File: config.mk
export PLATFORM = sky130hd
export DESIGN_NAME = sequence_stats
export DESIGN_NICKNAME = d
export VERILOG_FILES = /design/src/rtl/sequence_stats.sv
export SDC_FILE = /design/constraint.sdc
export NUM_CORES = 1
export LEC_CHECK = 0
export ABC_AREA = 1
export CAP_MARGIN = 10
export CORE_UTILIZATION = 40
export CTS_CLUSTER_DIAMETER = 30
export CTS_CLUSTER_SIZE = 16
export DETAILED_ROUTE_END_ITERATION = 8
export PLACE_DENSITY_LB_ADDON = 0.25
export SYNTH_ARGS = -nofsm -noshare
export SYNTH_HDL_FRONTEND = slang
export SYNTH_SLANG_ARGS = --single-unit
File: constraint.sdc
create_clock -name clk -period 3.28 [get_ports clk]
set_clock_uncertainty 0.15 [all_clocks]
set_input_delay 0.656 -clock clk [delete_from_list [all_inputs] [get_ports clk]]
set_output_delay 0.656 -clock clk [all_outputs]
set_load 0.005 [all_outputs]
File: src/rtl/sequence_stats.sv
// sequence_stats: collects count, sum, min, max and step-error statistics
// over one generator run and presents them as a valid/ready result record.
//
// Ports:
//   clk, rst         rising-edge clock, synchronous active-high reset
//   sample_valid     sample enable from the generator
//   sequence_value   signed sample
//   done             generator end-of-sequence pulse
//   expected_step    signed step, latched on the first sample of a run
//   result_ready     consumer accepts the record
//   result_valid     record valid (REPORT state)
//   count, sum       saturating sample count, wrapping signed sum
//   min_value        signed minimum sample
//   max_value        signed maximum sample
//   step_errors      saturating count of step mismatches
//   dropped          a sample arrived while the record was pending
//   timed_out        run ended by the idle timeout
//
// Optional feature: define SEQ_STATS_TIMEOUT_EN to end a run after
// TIMEOUT_CYCLES consecutive idle cycles in COLLECT. Without it the
// timeout counter is not built and timed_out is tied to 0.
module sequence_stats #(
    parameter int DATA_W         = 32,
    parameter int SUM_W          = 48,
    parameter int CNT_W          = 16,
    parameter int TIMEOUT_CYCLES = 1024
) (
    input  logic                     clk,
    input  logic                     rst,
    input  logic                     sample_valid,
    input  logic signed [DATA_W-1:0] sequence_value,
    input  logic                     done,
    input  logic signed [DATA_W-1:0] expected_step,
    input  logic                     result_ready,
    output logic                     result_valid,
    output logic        [CNT_W-1:0]  count,
    output logic signed [SUM_W-1:0]  sum,
    output logic signed [DATA_W-1:0] min_value,
    output logic signed [DATA_W-1:0] max_value,
    output logic        [CNT_W-1:0]  step_errors,
    output logic                     dropped,
    output logic                     timed_out
);

    typedef enum logic [1:0] {
        IDLE,
        COLLECT,
        REPORT
    } state_t;

    localparam logic signed [DATA_W-1:0] POS_MAX = {1'b0, {(DATA_W-1){1'b1}}};
    localparam logic signed [DATA_W-1:0] NEG_MAX = {1'b1, {(DATA_W-1){1'b0}}};
    localparam logic        [CNT_W-1:0]  CNT_MAX = '1;

    state_t state;
    state_t state_next;

    logic signed [DATA_W-1:0] prev;
    logic signed [DATA_W-1:0] step;
    logic signed [DATA_W:0]   diff;
    logic signed [SUM_W-1:0]  sample_ext;
    logic                     step_bad;
    logic                     timeout_hit;

    // One extra bit keeps the difference of any two samples exact.
    assign diff = {sequence_value[DATA_W-1], sequence_value}
                - {prev[DATA_W-1], prev};
    assign step_bad = diff != {step[DATA_W-1], step};
    assign sample_ext = {{(SUM_W-DATA_W){sequence_value[DATA_W-1]}},
                         sequence_value};

`ifdef SEQ_STATS_TIMEOUT_EN
    localparam int TW = $clog2(TIMEOUT_CYCLES + 1);

    logic [TW-1:0] idle_cnt;
    logic          timed_out_q;

    // Counts consecutive sample-free cycles spent in COLLECT.
    always_ff @(posedge clk) begin
        if (rst || state != COLLECT || sample_valid) begin
            idle_cnt <= '0;
        end else begin
            idle_cnt <= idle_cnt + 1'b1;
        end
    end

    // done on the same cycle takes priority, so the run is not a timeout.
    assign timeout_hit = state == COLLECT && !sample_valid && !done
                      && idle_cnt == TW'(TIMEOUT_CYCLES - 1);

    always_ff @(posedge clk) begin
        if (rst) begin
            timed_out_q <= 1'b0;
        end else if (state == IDLE && (sample_valid || done)) begin
            timed_out_q <= 1'b0;
        end else if (timeout_hit) begin
            timed_out_q <= 1'b1;
        end
    end

    assign timed_out = timed_out_q;
`else
    // No timeout hardware; never true for a legal TIMEOUT_CYCLES.
    assign timeout_hit = TIMEOUT_CYCLES < 0;
    assign timed_out   = 1'b0;
`endif

    assign result_valid = state == REPORT;

    always_ff @(posedge clk) begin
        if (rst) begin
            state <= IDLE;
        end else begin
            state <= state_next;
        end
    end

    always_comb begin
        state_next = state;
        unique case (state)
            IDLE: begin
                if (sample_valid) begin
                    state_next = done ? REPORT : COLLECT;
                end else if (done) begin
                    state_next = REPORT;
                end
            end
            COLLECT: begin
                if (done || timeout_hit) begin
                    state_next = REPORT;
                end
            end
            REPORT: begin
                if (result_ready) begin
                    state_next = IDLE;
                end
            end
            default: state_next = IDLE;
        endcase
    end

    always_ff @(posedge clk) begin
        if (rst) begin
            count       <= '0;
            sum         <= '0;
            min_value   <= POS_MAX;
            max_value   <= NEG_MAX;
            step_errors <= '0;
            dropped     <= 1'b0;
            prev        <= '0;
            step        <= '0;
        end else begin
            unique case (state)
                IDLE: begin
                    if (sample_valid) begin
                        count       <= CNT_W'(1);
                        sum         <= sample_ext;
                        min_value   <= sequence_value;
                        max_value   <= sequence_value;
                        step_errors <= '0;
                        dropped     <= 1'b0;
                        prev        <= sequence_value;
                        step        <= expected_step;
                    end else if (done) begin
                        // Empty run: report the neutral record.
                        count       <= '0;
                        sum         <= '0;
                        min_value   <= POS_MAX;
                        max_value   <= NEG_MAX;
                        step_errors <= '0;
                        dropped     <= 1'b0;
                    end
                end
                COLLECT: begin
                    if (sample_valid) begin
                        if (count != CNT_MAX) begin
                            count <= count + 1'b1;
                        end
                        sum <= sum + sample_ext;
                        if (sequence_value < min_value) begin
                            min_value <= sequence_value;
                        end
                        if (sequence_value > max_value) begin
                            max_value <= sequence_value;
                        end
                        if (step_bad && step_errors != CNT_MAX) begin
                            step_errors <= step_errors + 1'b1;
                        end
                        prev <= sequence_value;
                    end
                end
                REPORT: begin
                    if (sample_valid) begin
                        dropped <= 1'b1;
                    end
                end
                default: ;
            endcase
        end
    end

endmodule

==> out/qor.txt <==
================================================================================
Run status                                                          finished, final reports clean
Footprint of the multi-input gates                                  0.01046 mm^2
Worst R2R Setup Slack                                                    0.31 ns
H-tree depth reported by CTS                                                   2
Post-Syn Area                                                       0.01592 mm^2
Clock slew at reported path FFs                                          0.04 ns
Critical Path Max Stage Delay                                            0.44 ns
Final weighted congestion in routability-driven placement                 0.9369
Worst Setup End Kind                                                   flip-flop
Sum of overflow across all layers after global routing                         0
Critical Setup Path Class                                                 in2reg
Number of remaining DRC errors                                                 0
Final min period                                                        3.090 ns
Worst Path Buf+Inv                                                             3
Clock tree root buffer cell                                         sky130_fd_sc_hd__clkbuf_16
Via/cell ratio                                                             5.249
Final hold vios                                                                0
Initial DRC Count                                                           1297
Hold-fix buffers at CTS                                                        0
Total detailed-routing wirelength                                       63150 um
Die Width                                                               201.5 um
Most common library cell in the layout ignoring fill and taps       sky130_fd_sc_hd__nand2_1
Pin count of the biggest net entering global routing                         115
CTS tree                                                                    done
Peak fanout along the critical path                                            8
Number of filler cells placed in the layout                                 3696
Static leakage                                                          11.33 nW
Fin nets                                                                    3269
Crit start category                                                    input pin
Biggest area contributors in the synthesized netlist                sky130_fd_sc_hd__dfxtp_1, sky130_fd_sc_hd__nand2_1, sky130_fd_sc_hd__ha_1, sky130_fd_sc_hd__inv_1, sky130_fd_sc_hd__a21oi_1
Maximum clock frequency                                                323.7 MHz
Placed Cells                                                                3508
Classification of the worst-slack hold path                              reg2reg
Power per cell area                                                 537.5 mW/mm^2
Synth unique cells                                                            45
Arrival time of data at the critical path endpoint                       3.42 ns
Number of global-route vias before repair                                 18.52k
Tightest Pin Transition                                                0.6109 ns
Setup repair after global routing missed its margin                          yes
Wire length of the first global-routing pass                            97880 um
Area share of the largest cell type after synthesis                       26.53%
Power, Total                                                            12.69 mW
Site Rows                                                                     72
Routed length per instance                                              17.43 um
Via count of the routed design                                            19.01k
Share of the clock period used by the worst path                          94.20%
Worst Path Required                                                      3.61 ns
Effective utilization at floorplan                                        40.92%
Worst vdd rail ir drop                                                  510.8 uV
Register bit total from synthesis                                            211
Largest buffer count on any clock path                                         3
Number of buffers created by CTS                                              58
Final hold slack                                                       0.3258 ns
Clock latency reported for the late side of the worst-skew pair          0.61 ns
Most Frequent Cell on Critical Path                                 sky130_fd_sc_hd__nor2_1
Synth Instances                                                             2538
Die Area                                                            0.04061 mm^2
Final count of negative-setup-slack endpoints                                  0
Die Y                                                                   201.5 um
Syn Nets                                                                    2753
CP cell instances                                                   clkdlybuf4s50_1, ha_1, inv_1, o21bai_1, nor2_1, nand2_1, a21oi_1, nand3_1, buf_4, nand3_1, nand2_1, nor2_1, nand2_1, nor2_1, nand3_2, nand2_8, nand2_8, a21oi_1, nor2_1
Area added between synthesis and finish                                   48.24%
Cell Count, Final, Fillers Out                                              3622
Max transition margin                                                     58.76%
Share of synthesized area occupied by flip-flops and latches              26.53%
YS warnings                                                                    0
Area leader, netlist                                                sky130_fd_sc_hd__dfxtp_1
DRT antenna net count                                                          0
TritonCTS Sinks                                                              211
Max Cap Viol                                                                   0
Met2 Use GR                                                               50.21%
Number of port buffers                                                       214
Global Route met3 Usage                                                   5.556%
FF+latch area                                                       0.004224 mm^2
Global router's overall resource usage                                    30.53%
Average cell area after synthesis                                     6.274 um^2
Pre-antenna DRT Iters                                                          6
Crit-path slowest cell                                              sky130_fd_sc_hd__clkdlybuf4s50_1
I/O pin count                                                                216
Met1 track utilization from global routing                                38.29%
Number of antenna violations at the first check in global routing              1
Leading cell types in the layout, fill and taps excluded            sky130_fd_sc_hd__nand2_1, sky130_fd_sc_hd__inv_1, sky130_fd_sc_hd__buf_4
Top cell family by delay on the critical path                       simple AND/OR/NAND/NOR gates
Most utilized layer in the global route result                              met2
Placeable core region                                               0.03892 mm^2
Slew Viols, Final                                                              0
Detailed Place HPWL                                                     48480 um
Share of layout cells above drive strength 1                              16.85%
================================================================================
cell families (layout without fill, tap and decap cells):
kind of cell / Yosys count / count (layout) / share of synthesized area, %
and+or+nand+nor: 1050 / 1053 / 27.12
AOI/OAI and AO/OA: 628 / 628 / 21.67
buffers and inverters: 469 / 1031 / 11.28
DFF: 211 / 211 / 26.53
adders and majority gates: 146 / 146 / 11.57
xor gates and xnor gates: 33 / 33 / 1.815
other: 1 / 2 / 0.02355
synthesized netlist by cell type, drive strengths merged:
cell type / number
nand3: 124
xor2: 20
a31oi: 53
a21oi: 258
clkinv: 3
fa: 2
o221ai: 5
xnor2: 13
o31ai: 4
clkbuf: 65
nor2: 285
o21bai: 9
o21a: 10
inv: 387
a311oi: 1
and3: 7
o211ai: 40
o311ai: 2
o21ai: 226
nand3b: 8
a21o: 12
and2: 5
nor4: 1
nand2: 567
a21boi: 1
conb: 1
nand4: 22
nor3: 28
buf: 14
or2: 3
a211oi: 5
dfxtp: 211
a2111oi: 1
ha: 144
o311a: 1
registers in the layout (all words and copies together) (netlist names), 2 cells and up:
register and flops:
state 2, prev 32, step 32, step_errors 16, count 16, max_value 32, min_value 32, sum 48
worst paths after layout:
path                                            start                     endpoint  cells past startpoint
worst max-delay path               sequence_value[29]  step_errors[1]$_SDFFE_PP0P_                     19
worst min register to register  step[21]$_SDFFE_PP0P_        step[21]$_SDFFE_PP0P_                      2
worst max register to register   prev[8]$_SDFFE_PP0P_  step_errors[1]$_SDFFE_PP0P_                     21
worst min-delay path            step[21]$_SDFFE_PP0P_        step[21]$_SDFFE_PP0P_                      2
final cells by class:
| class | count | share of cell area, % |
|---|---|---|
| tap | 518 | 2.746 |
| timing repair buffer | 532 | 19.76 |
| multi-input combinational | 1861 | 44.31 |
| antenna | 1 | 0.01060 |
| sequential | 211 | 17.89 |
| clock inverter | 33 | 2.083 |
| clock buffer | 76 | 6.986 |
| inverter | 390 | 6.212 |
what timing repair did:
| action | 4_1_cts | 5_1_grt |
|---|---|---|
| hold endpoints to repair | 0 | 0 |
| resized for setup | 40 | 66 |
| pin swaps | 8 | 7 |
| setup buffers | 0 | 1 |
| cloned | 3 | 0 |
| setup endpoints to repair | 20 | 51 |
per-stage QoR:
step | worst slack [ns] | cell area, um^2 | util [%] | setup TNS, ns
2_1_floorplan | 0.1376 | 15920 | - | 0
6_report | 0.1903 | 23610 | 60.65 | 0
4_1_cts | 0.005656 | 23250 | 59.75 | 0
3_5_place_dp | -0.8768 | 20890 | 53.67 | -49.28
3_3_place_gp | -0.7756 | 20890 | 53.67 | -46.12
5_1_grt | -0.01954 | 23600 | 60.65 | -0.04145
power breakdown:
part	switching (mW)	internal [mW]	total [mW]	leakage [nW]
registers	0.200	2.80	3.00	1.74
clock network	1.83	4.30	6.13	1.01
logic	1.95	1.62	3.56	8.58
total	3.98	8.71	12.7	11.3
worst register-to-register path: stages, from the launching register on:
cell and delay [ns]:
sky130_fd_sc_hd__dfxtp_1 0.32, sky130_fd_sc_hd__inv_1 0.07, sky130_fd_sc_hd__ha_4 0.29, sky130_fd_sc_hd__nand2_1 0.08
sky130_fd_sc_hd__nor2_1 0.20, sky130_fd_sc_hd__inv_1 0.07, sky130_fd_sc_hd__nor2_1 0.13, sky130_fd_sc_hd__nand2_1 0.12
sky130_fd_sc_hd__nand2_2 0.14, sky130_fd_sc_hd__nand2_1 0.07, sky130_fd_sc_hd__nand3_1 0.07, sky130_fd_sc_hd__nand2_1 0.05
sky130_fd_sc_hd__nor2_1 0.12, sky130_fd_sc_hd__nand2_1 0.08, sky130_fd_sc_hd__nor2_2 0.10, sky130_fd_sc_hd__nand2_1 0.06
sky130_fd_sc_hd__nor2_1 0.12, sky130_fd_sc_hd__nand3_2 0.16, sky130_fd_sc_hd__nand2_8 0.17, sky130_fd_sc_hd__nand2_8 0.10
sky130_fd_sc_hd__a21oi_1 0.14, sky130_fd_sc_hd__nor2_1 0.06
routing by layer:
layer / part of all wire (%) / wire, um
met5: 0.013 / 8
met4: 4.5 / 2870
met3: 7.0 / 4433
met2: 45 / 28630
met1: 43 / 27210
(Power assumes the default switching activity.)
